**src/rtl/rowwise_mul_arbiter.sv**
```systemverilog
// Round-robin arbiter sharing one fixed-point multiplier among NumReq requesters.
// The datapath is two registered stages (operands, result) with valid/ready backpressure.

package config_pkg;
  localparam int FixedPointPrecision = 16;
  localparam int FixedPointExponent  = -8;
  localparam int FixedPointMax       = 2 ** (FixedPointPrecision - 1) - 1;
  localparam int FixedPointMin       = -(2 ** (FixedPointPrecision - 1));
  localparam int unsigned FixedShift = (FixedPointExponent < 0) ? -FixedPointExponent
                                                                 : FixedPointExponent;

  typedef logic signed [FixedPointPrecision-1:0]   fixed_point_t;
  typedef logic signed [2*FixedPointPrecision-1:0] fixed_wide_t;

  // Full-width product rescaled by the exponent, before clamping.
  function automatic fixed_wide_t fixed_mul_scaled(input fixed_point_t a, input fixed_point_t b);
    fixed_wide_t p;
    p = fixed_wide_t'(a) * fixed_wide_t'(b);
    if (FixedPointExponent < 0) return p >>> FixedShift;
    else                        return p <<< FixedShift;
  endfunction

  function automatic logic fixed_is_sat(input fixed_wide_t v);
    return (v > fixed_wide_t'(FixedPointMax)) || (v < fixed_wide_t'(FixedPointMin));
  endfunction
endpackage

module rowwise_mul
  import config_pkg::*;
(
  input  fixed_point_t a_i,
  input  fixed_point_t b_i,
  output fixed_point_t y_o
);
  fixed_wide_t scaled;

  always_comb begin
    scaled = fixed_mul_scaled(a_i, b_i);
    if (scaled > fixed_wide_t'(FixedPointMax))      y_o = fixed_point_t'(FixedPointMax);
    else if (scaled < fixed_wide_t'(FixedPointMin)) y_o = fixed_point_t'(FixedPointMin);
    else                                            y_o = scaled[FixedPointPrecision-1:0];
  end
endmodule

module rowwise_mul_arbiter
  import config_pkg::*;
#(
  parameter int NumReq  = 4,
  parameter int IdW     = $clog2(NumReq),
  parameter int SatCntW = 16
) (
  input  logic               clk_i,
  input  logic               rst_i,
  input  logic [NumReq-1:0]  req_valid_i,
  output logic [NumReq-1:0]  req_ready_o,
  input  fixed_point_t       req_a_i [NumReq],
  input  fixed_point_t       req_b_i [NumReq],
  output logic               rsp_valid_o,
  input  logic               rsp_ready_i,
  output fixed_point_t       rsp_y_o,
  output logic [IdW-1:0]     rsp_id_o,
  output logic               rsp_sat_o,
  input  logic               sat_clear_i,
  output logic [SatCntW-1:0] sat_count_o,
  output logic               busy_o
);
  logic [IdW-1:0] ptr;
  logic [IdW-1:0] grant_idx;
  logic           grant_found;
  int             cand;

  logic           s1_valid, s2_valid;
  logic           s1_accept, s1_advance, s2_accept;
  logic           req_fire, rsp_fire;
  fixed_point_t   s1_a, s1_b, mul_y;
  logic [IdW-1:0] s1_id;
  logic           s1_sat;

  assign s2_accept  = !s2_valid || rsp_ready_i;
  assign s1_advance = s1_valid && s2_accept;
  assign s1_accept  = !s1_valid || s1_advance;

  // Scan from ptr upward with wrap; the first valid requester wins.
  always_comb begin
    // NOTE: every variable gets a default before any branch, so no latch is inferred.
    grant_found = 1'b0;
    grant_idx   = '0;
    cand        = 0;
    for (int i = 0; i < NumReq; i++) begin
      cand = (int'(ptr) + i) % NumReq;
      if (!grant_found && req_valid_i[cand[IdW-1:0]]) begin
        grant_found = 1'b1;
        grant_idx   = cand[IdW-1:0];
      end
    end
  end

  always_comb begin
    req_ready_o = '0;
    if (grant_found && s1_accept && !rst_i) req_ready_o[grant_idx] = 1'b1;
  end

  assign req_fire = grant_found && s1_accept && !rst_i;
  assign rsp_fire = s2_valid && rsp_ready_i;

  rowwise_mul u_mul (
    .a_i (s1_a),
    .b_i (s1_b),
    .y_o (mul_y)
  );

  assign s1_sat = fixed_is_sat(fixed_mul_scaled(s1_a, s1_b));

  // NOTE: sequential state uses non-blocking assignments so every flop samples pre-edge values.
  always_ff @(posedge clk_i or posedge rst_i) begin
    if (rst_i) begin
      ptr      <= '0;
      s1_valid <= 1'b0;
      s1_a     <= '0;
      s1_b     <= '0;
      s1_id    <= '0;
      s2_valid <= 1'b0;
      rsp_y_o  <= '0;
      rsp_id_o <= '0;
      rsp_sat_o <= 1'b0;
    end else begin
      if (req_fire) ptr <= IdW'((int'(grant_idx) + 1) % NumReq);

      if (s1_accept) begin
        s1_valid <= req_fire;
        if (req_fire) begin
          s1_a  <= req_a_i[grant_idx];
          s1_b  <= req_b_i[grant_idx];
          s1_id <= grant_idx;
        end
      end

      // Result registers only load on real data, so they hold while stalled.
      if (s2_accept) begin
        s2_valid <= s1_valid;
        if (s1_valid) begin
          rsp_y_o   <= mul_y;
          rsp_id_o  <= s1_id;
          rsp_sat_o <= s1_sat;
        end
      end
    end
  end

  always_ff @(posedge clk_i or posedge rst_i) begin
    if (rst_i)                                           sat_count_o <= '0;
    else if (sat_clear_i)                                sat_count_o <= '0;
    else if (rsp_fire && rsp_sat_o && (sat_count_o != '1)) sat_count_o <= sat_count_o + 1'b1;
  end

  assign rsp_valid_o = s2_valid;
  assign busy_o      = s1_valid || s2_valid;
endmodule
```
**config.mk**
```make
export PLATFORM = sky130hd
export DESIGN_NAME = rowwise_mul_arbiter
export DESIGN_NICKNAME = d
export VERILOG_FILES = /design/src/rtl/rowwise_mul_arbiter.sv
export SDC_FILE = /design/constraint.sdc
export NUM_CORES = 1
export LEC_CHECK = 0
export CAP_MARGIN = 20
export CORE_ASPECT_RATIO = 2
export CORE_UTILIZATION = 59
export DETAILED_ROUTE_END_ITERATION = 7
export GPL_ROUTABILITY_DRIVEN = 1
export GPL_TIMING_DRIVEN = 0
export PLACE_DENSITY = 0.9
export SLEW_MARGIN = 30
export SYNTH_ARGS = -nofsm -noshare
export SYNTH_HDL_FRONTEND = slang
export SYNTH_SLANG_ARGS = --single-unit
export TNS_END_PERCENT = 100
```
**constraint.sdc**
```tcl
create_clock -name clk_i -period 9.45 [get_ports clk_i]
set_input_delay 2.835 -clock clk_i [delete_from_list [all_inputs] [get_ports clk_i]]
set_output_delay 2.835 -clock clk_i [all_outputs]
set_load 0.05 [all_outputs]
```
==> impl_metrics.toml <==
[run_status]
status = "complete, but fails checks"
violations = "design-rule violations"

[cells_and_area]
fillers = 1804
fin_cells = 2151
multi_input_area_mm2 = 0.0108
drive_above_1_share_pct = 2.41
final_nets = 2340
postLayoutCoreUtil_pct = 70.8
ff_latch_area_mm2 = 0.00183
syn_to_final_growth_pct = 17.5
final_cell_area_mm2 = 0.0165

[synth]
syn_nets = 2153
synth_top_cell_area_share_pct = 37.2
synthTopCellsByCount = "352 x nand2_1, 302 x inv_1, 261 x fa_1"
ys.warnings.count = 0
synth-edff-count = 0
synthMuxAreaShare_pct = 0.231
yosys_most_used_dff = "dfrtp_1"
synth_seq_cells = 73
synthTopCellsByArea = "fa_1 37%, dfrtp_1 13%, nand2_1 9.4%"
synthSimpleGateAreaFrac_pct = 21.0
synth_fa_ha_area_share_pct = 44.6
synth.most_common_cell = "nand2_1"
yosys.area.top_type = "fa_1"
synth_top_family_by_area = "adder cells"
synth_xor_area_share_pct = 2.73
synth_cells = 1672
ys_async_sr_fraction_pct = 100
postSynthAreaPerCell_um2 = 8.41
ys_seq_area_share_pct = 13.0
synth_compound_area_share_pct = 8.25
synth_area_mm2 = 0.0141
ys_types = 60

[sta]
setup_violations = 0
finalCritPeriodShare_pct = 96.9
maxSlewHeadroom_pct = 35.6
hold_violations = 0
rsz0062_at_grt = "no"
setup_tns_ps = 0
finalCriticalPeriod_ps = 9160
worst_pin_slew_ps = 956
clock.fmax_mhz = 109
slew_violations = 0
clock_skew_ps = 11.6

[placement]
io_buffers = 175
place_inst = 2131
place_congestion = 1.02
place_area_mm2 = 0.0162
hpwl_um = 38800

[critical_path]
r2r_end = "rsp_y_o[13]"
r2r-start = "s1_a[5]"
worstPathArrival_ps = 6320
worst_r2r_path_depth = 24
start_kind = "input pin"
r2r_slack_ps = 1270
startpoint = "req_valid_i[1]"
critPathCaptureType = "primary output"
critPathKind = "input pin to primary output"
required_ps = 6620
worstPathMaxFanout = 11

[grt]
antenna_found_initial = 4
grt_start_max_net_pins = 42
grt_pass1_wl_um = 73600
grt_pass1_vias = 14000
overflow = 0
grt.total_usage_pct = 40.8

[clock_tree]
insertion_delay_ps = 350
cts.repair.resized = 0
clock-sinks = 73
cts_buffer_depth = 2
cts_tree = "yes"
numCtsBuffers = 9
cts-hold-fix-buffers = 0
cts_setup_buffers = 0
cts_root_buffer = "clkbuf_16"
clkSlewWorstSetupHoldPaths_ps = 60
htreeDepth = 3

[flow_run]
maxCapViolCount = 0

[route]
wl_um = 47100
post_drt_wl_per_cell_um = 21.9
drtIter0Drc = 917
dr.pass1.iters = 8
viasPerCell = 5.90
ant_nets = 0
vias = 12700
drc = 1

[floorplanning]
dieArea_mm2 = 0.0245
ios = 177
die_width_um = 111
die_h_um = 220
start_util_pct = 60.3
rows = 79
core_area_mm2 = 0.0233

[worst_hold_path]
hold_path_class = "register to register"
holdPathStages = 2
hold_path_end = "rsp_y_o[15]"
hold_start = "rsp_y_o[15]"
## kinds of logic (layout without fill, tap and decap cells)
logic type                 after synthesis  count (layout)
buffers and inverters                  378             570
muxes                                    3               3
and+or+nand+nor                        643             643
DFF                                     73              73
other                                    0               4
adders and majority gates              345             345
AOI/OAI and AO/OA                      187             187
xor gates and xnor gates                43              43
## per-layer routing
metal / share of wire [%] / routed length, um / vias to the layer above / track usage [%]
met2: 53 / 25100 / 721 / 75.4
met4: 12 / 5580 / 0 / 39.6
met3: 6.3 / 2970 / 312 / 5.97
li1: - / - / 5489 / -
met5: 0 / 0 / - / 0
met1: 29 / 13500 / 6172 / 38.0
## worst max-delay path: stages
cell and delay, ps:
clkdlybuf4s50_1 620, inv_1 100, a21oi_1 140, o22ai_1 100, a21oi_1 240, clkbuf_1 470
buf_1 490, inv_1 170, ha_1 230, and3_1 140, clkdlybuf4s50_1 770
## how the worst max path moves through the flow
stage,endpoint,slack (ps),cells after the start
finish,req_ready_o[0],290,11
global route,req_ready_o[0],170,11
CTS,req_ready_o[2],370,11
detailed placement,req_ready_o[2],370,11
global placement,req_ready_o[3],510,10
floorplan,req_ready_o[3],2110,9
## sequential cells by signal, summed over array words and instances (netlist names)
register	cells
rsp_y_o	16
s1_a	16
s1_b	16
sat_count_o	16
ptr	2
rsp_id_o	2
s1_id	2
rsp_sat_o	1
rsp_valid_o	1
s1_valid	1
## layout make-up
type | instances | share of cell area, %
Antenna cell | 4 | 0.0606
Buffer | 76 | 1.80
Clock buffer | 9 | 1.36
Clock inverter | 7 | 0.613
Inverter | 302 | 6.88
Multi-Input combinational cell | 1221 | 65.4
Sequential cell | 73 | 11.1
Tap cell | 283 | 2.14
Timing Repair Buffer | 176 | 10.7
## cell usage in the layout, fill, tap and decap left out, drive strengths merged, types with 2 or more instances in the layout
master,n
a211oi,8
a21o,7
a21oi,35
a31oi,3
and2,120
and3,11
and4,3
buf,13
bufinv,2
clkbuf,73
clkdlybuf4s50,175
clkinv,2
dfrtp,73
diode,4
fa,261
ha,84
inv,304
mux2,2
nand2,352
nand2b,6
nand3,42
nand4,12
nor2,64
nor2b,2
nor3,12
nor4,7
o211ai,3
o21a,5
o21ai,95
o21ba,2
o22ai,14
o2bb2ai,2
or3,7
or4,2
xnor2,27
xor2,16
## per-stage QoR
| stage | hold WS (ps) | setup WS (ps) |
|---|---|---|
| 2_1_floorplan | 439 | 2110 |
| 3_3_place_gp | 466 | 507 |
| 3_5_place_dp | 471 | 370 |
| 4_1_cts | 492 | 369 |
| 5_1_grt | 503 | 172 |
| 6_report | 492 | 295 |
Power is left out: the tool's default activity adds up to more than one toggle a clock period on the data nets, which glitch-free logic cannot reach.
